==> src/rtl/elevator_controller.sv <==
// Single-car elevator controller for eight floors.
// Latches floor calls into a pending mask and serves them with a
// three-state IDLE/MOVE/DOOR machine. Travel continues in one direction
// while calls remain ahead, then reverses.
module elevator_controller #(
    parameter int unsigned TRAVEL_CYCLES = 8,
    parameter int unsigned DOOR_CYCLES   = 4
) (
    input  logic       clk,
    input  logic       reset_n,
    input  logic [7:0] call_req,
    output logic [2:0] floor,
    output logic [7:0] pending,
    output logic       moving,
    output logic       dir_up,
    output logic       door_open
);

    typedef enum logic [1:0] {
        IDLE,
        MOVE,
        DOOR
    } state_t;

    localparam logic [7:0] TRAVEL_LOAD = 8'(TRAVEL_CYCLES - 1);
    localparam logic [7:0] DOOR_LOAD   = 8'(DOOR_CYCLES - 1);

    state_t     state_q, state_d;
    logic [2:0] floor_q, floor_d;
    logic [7:0] pending_q, pending_d;
    logic       dir_up_q, dir_up_d;
    logic [7:0] cnt_q, cnt_d;

    logic       above, below, here;
    logic       ahead, behind;
    logic [2:0] next_floor;

    // Classify outstanding calls relative to the cab position.
    always_comb begin
        // Mask of bits strictly above floor_q; shifting out of 8 bits yields an empty mask at floor 7.
        above      = |(pending_q & ~((8'd2 << floor_q) - 8'd1));
        below      = |(pending_q & ((8'd1 << floor_q) - 8'd1));
        here       = pending_q[floor_q];
        ahead      = dir_up_q ? above : below;
        behind     = dir_up_q ? below : above;
        next_floor = dir_up_q ? (floor_q + 3'd1) : (floor_q - 3'd1);
    end

    // Next-state, floor, direction, timer and pending-mask logic.
    always_comb begin
        state_d  = state_q;
        floor_d  = floor_q;
        dir_up_d = dir_up_q;
        cnt_d    = cnt_q;

        case (state_q)
            IDLE: begin
                if (here) begin
                    state_d = DOOR;
                    cnt_d   = DOOR_LOAD;
                end else if (above) begin
                    state_d  = MOVE;
                    dir_up_d = 1'b1;
                    cnt_d    = TRAVEL_LOAD;
                end else if (below) begin
                    state_d  = MOVE;
                    dir_up_d = 1'b0;
                    cnt_d    = TRAVEL_LOAD;
                end
            end
            MOVE: begin
                if (cnt_q == 8'd0) begin
                    floor_d = next_floor;
                    if (pending_q[next_floor]) begin
                        state_d = DOOR;
                        cnt_d   = DOOR_LOAD;
                    end else begin
                        cnt_d = TRAVEL_LOAD;
                    end
                end else begin
                    cnt_d = cnt_q - 8'd1;
                end
            end
            DOOR: begin
                if (call_req[floor_q]) begin
                    cnt_d = DOOR_LOAD;
                end else if (cnt_q == 8'd0) begin
                    if (ahead) begin
                        state_d = MOVE;
                        cnt_d   = TRAVEL_LOAD;
                    end else if (behind) begin
                        state_d  = MOVE;
                        dir_up_d = ~dir_up_q;
                        cnt_d    = TRAVEL_LOAD;
                    end else begin
                        state_d = IDLE;
                    end
                end else begin
                    cnt_d = cnt_q - 8'd1;
                end
            end
            default: begin
                state_d = IDLE;
            end
        endcase

        // A call for the floor the door is open at is absorbed, never latched.
        pending_d = pending_q | call_req;
        if (state_d == DOOR) begin
            pending_d[floor_d] = 1'b0;
        end
    end

    // State registers with synchronous active-low reset.
    always_ff @(posedge clk) begin
        if (!reset_n) begin
            state_q   <= IDLE;
            floor_q   <= '0;
            pending_q <= '0;
            dir_up_q  <= 1'b1;
            cnt_q     <= '0;
        end else begin
            state_q   <= state_d;
            floor_q   <= floor_d;
            pending_q <= pending_d;
            dir_up_q  <= dir_up_d;
            cnt_q     <= cnt_d;
        end
    end

    assign floor     = floor_q;
    assign pending   = pending_q;
    assign dir_up    = dir_up_q;
    assign moving    = (state_q == MOVE);
    assign door_open = (state_q == DOOR);

endmodule

==> config.mk <==
export PLATFORM = sky130hd
export DESIGN_NAME = elevator_controller
export DESIGN_NICKNAME = d
export VERILOG_FILES = /design/src/rtl/elevator_controller.sv
export SDC_FILE = /design/constraint.sdc
export NUM_CORES = 1
export LEC_CHECK = 0
export BUFFER_PORTS_ARGS = -buffer_cell sky130_fd_sc_hd__buf_4
export CORE_MARGIN = 1
export CORE_UTILIZATION = 33
export DETAILED_ROUTE_END_ITERATION = 7
export GPL_ROUTABILITY_DRIVEN = 0
export SKIP_CTS_REPAIR_TIMING = 1
export SYNTH_ARGS = -nofsm -noshare
export SYNTH_HDL_FRONTEND = slang
export SYNTH_SLANG_ARGS = --single-unit
==> constraint.sdc <==
create_clock -name clk -period 6.9 [get_ports clk]
set_clock_uncertainty 0.1 [all_clocks]
set_input_delay 1.035 -clock clk [delete_from_list [all_inputs] [get_ports clk]]
set_output_delay 1.035 -clock clk [all_outputs]
set_load 0.005 [all_outputs]
==> metrics <==
maximum level of the CTS H-tree 1; dominant register cell in the synthesized netlist sky130_fd_sc_hd__dfxtp_1; critical path class reg -> reg; startpoint kind of the worst setup timing path flip-flop; Post-Place Cell Area 1960 sq um; R2R Path End pending[7]$_SDFF_PN0_; footprint of the multi-input gates 1210 sq um; Worst Hold Class reg -> reg; total detailed-routing wirelength 4490 microns; sinks on the clock net 22; pins over their slew limit 0; width of the die 75.0 microns; Final Instance Area 2030 sq um; global routing usage summed across all routing layers 17.4%; r2r setup slk 3.39 ns; largest stage delay on the critical path 0.72 ns; number of antenna violations at the first check in global routing 0; first-pass GRT wire length 7450 microns; count of state elements after synthesis 22; utilization of the core after routing 39.8%; share of layout cells above drive strength 1 17.9%; post-placement worst setup slack 3.45 ns; Yosys warning total 0; critical path arrival 3.54 ns; total nets after synthesis 224; Worst path most repeated cell sky130_fd_sc_hd__o21ai_0; synthesis-to-layout area growth 15.5%; Slowest cell on crit path sky130_fd_sc_hd__dfxtp_1; Fillers 518; DRC errors left 0; number of cell rows 26; detailed router's first-iteration violation count 60; r2r worst-path depth 10; pin slew with the least headroom to its limit 0.780 ns; io pins 24; final hold slack 0.404 ns; netlist area before placement 1760 sq um; crit end category flip-flop; Tcrit/Tclk final 50.9%; source-to-sink clock delay at the later pin of the worst-skew pair 0.27 ns; largest voltage drop on the vdd net 0.245 mV; die span in y 75.0 microns; setup repair after global routing missed its margin false; sequential-to-total area share from yosys stat 25.1%; required time reported for the critical path endpoint 6.93 ns; via count of the first global-routing pass 1554; number of maximum-capacitance violations 0; Post-Synthesis Cells 207; Lkg Pwr 0.764 nW; Inserted Clock Buffers 3; clock tree from TritonCTS yes; average size of a mapped cell 8.49 sq um; final routed wire length divided by cell count 15.3 microns; final number of setup-violating endpoints 0; nets 242; worst-path maximum fanout 18; Min-Delay Path Depth 2; result of the run complete, no violations; per-cell via count in the routed design 5.86; final critical delay including setup and external delays 3.51 ns; pin count of the biggest net entering global routing 21; Final WS setup 3.39 ns; worst reg2reg path startpoint floor[2]$_SDFF_PN0_; number of nets with antenna violations after routing 0; antenna diode instance count 0; Hold Crit Start cnt_q[5]$_SDFFE_PN0P_; overall via count from detail_route 1723; placed wire-length estimate after detailed placement 3330 microns; maximum buffer depth of the clock tree 2; Worst-path clk slew 0.09 ns; sequential cell area 440 sq um; final-report hold violation count 0; end of the worst hold path cnt_q[5]$_SDFFE_PN0P_; chain of cells forming the critical path clkinv_1 -> nand3_1 -> ha_1 -> nand2_1 -> o21ai_0 -> o21ai_0 -> a221oi_1 -> a21oi_1 -> a21oi_4 -> a41oi_1; GRT Residual Overflow 0; Clk Tree Root Cell sky130_fd_sc_hd__clkbuf_8; DRT Pass-1 Iters 4; overall die area 5620 sq um; quantity of I/O buffers inserted on ports 23; Post-synth ARST share 0%; Initial Util 34.4%; headroom to the max-slew limit 47.9%; core footprint 5110 sq um; Pwr Density 372 nW/um^2; highest clock frequency the design can meet 0.285 GHz; sum of negative setup slack 0 ns; Post-synth EDFFs 0; number of distinct library cells after synthesis 62
==> cell type report <==
| class | instances | area share (%) |
|---|---|---|
| multi-input cells | 161 | 59.4 |
| clock inverters | 1 | 1.48 |
| inverters | 14 | 2.59 |
| repair buffers | 23 | 8.50 |
| flip-flops and latches | 22 | 21.7 |
| clock buffers | 3 | 2.03 |
| well taps | 70 | 4.31 |
==> registers in the layout, indices dropped and copies added (netlist names) <==
| signal | cells |
|---|---|
| state_q | 2 |
| floor | 3 |
| cnt_q | 8 |
| pending | 8 |
| dir_up | 1 |
==> per-layer routing <==
layer	GRT usage, %	up-vias	share of wire (%)
li1	-	829	-
met5	0	-	0
met4	5.66	0	2.4
met3	2.81	12	4.1
met1	24.7	841	48
met2	27.0	41	45
==> cells in the final DEF (no fill, tap or decap), drive strengths merged, types with 3 or more instances in the layout <==
master / Yosys / final
nor3b: 3 / 3
nand2: 9 / 9
mux2i: 6 / 6
a21oi: 23 / 23
buf: 8 / 23
o21ai: 17 / 17
nand3: 6 / 6
xnor2: 6 / 6
inv: 13 / 13
a41oi: 8 / 8
nor3: 5 / 5
clkbuf: 2 / 3
ha: 6 / 6
nor2: 14 / 14
or3: 5 / 5
dfxtp: 22 / 22
==> report_power, final <==
part           internal (mW)  leakage (nW)  switching (mW)  total [mW]
registers              0.152         0.181          0.0440       0.196
logic                  0.185         0.547           0.253       0.439
clock network         0.0775        0.0357          0.0440       0.122
==> worst max-delay path by stage <==
stage,start,to,slack (ns),cells after the start
after detailed placement,floor[0]$_SDFF_PN0_,state_q[1]$_SDFF_PN0_,3.45,9
after CTS,floor[0]$_SDFF_PN0_,state_q[1]$_SDFF_PN0_,3.43,9
after global placement,floor[0]$_SDFF_PN0_,state_q[1]$_SDFF_PN0_,3.42,9
final,floor[2]$_SDFF_PN0_,pending[7]$_SDFF_PN0_,3.39,10
after global routing,floor[2]$_SDFF_PN0_,cnt_q[3]$_SDFFE_PN0P_,3.05,10
after floorplan,floor[0]$_SDFF_PN0_,state_q[1]$_SDFF_PN0_,3.94,11
==> kinds of logic (layout without fill, tap and decap cells) <==
group	Yosys count	count (layout)	share of synthesized area, %
mux	9	9	6.62
simple gates	55	55	17.5
compound gates	82	82	34.2
flops	22	22	25.1
buf+inv	24	41	6.33
xor+xnor	7	7	4.27
fa+ha+maj	8	8	5.98
==> metrics by stage <==
step	power, mW	cells
finish	0.756	294
global route	0.821	294
CTS	0.759	294
detailed placement	0.634	290
global placement	0.639	290
floorplan	0.536	207
==> Yosys cell counts, drive strengths merged (5+ instances only) <==
cell | number | share of area [%]
a21oi | 23 | 7.2
nand3 | 6 | 1.7
mux2i | 6 | 3.4
nor3 | 5 | 1.4
o21ai | 17 | 5.1
or3 | 5 | 1.8
dfxtp | 22 | 25
inv | 13 | 2.8
xnor2 | 6 | 3.0
a41oi | 8 | 4.0
nor2 | 14 | 3.0
buf | 8 | 2.9
nand2 | 9 | 1.9
ha | 6 | 4.3
==> critical path: cells and delay by family (launching register included) <==
family | cells | cell delay, ns
AOI/OAI and AO/OA | 6 | 1.54
adders and majority gates | 1 | 0.30
buffers and inverters | 1 | 0.42
DFF | 1 | 0.72
and+or+nand+nor | 2 | 0.28
No activity file was read; power rests on OpenSTA's default activity.
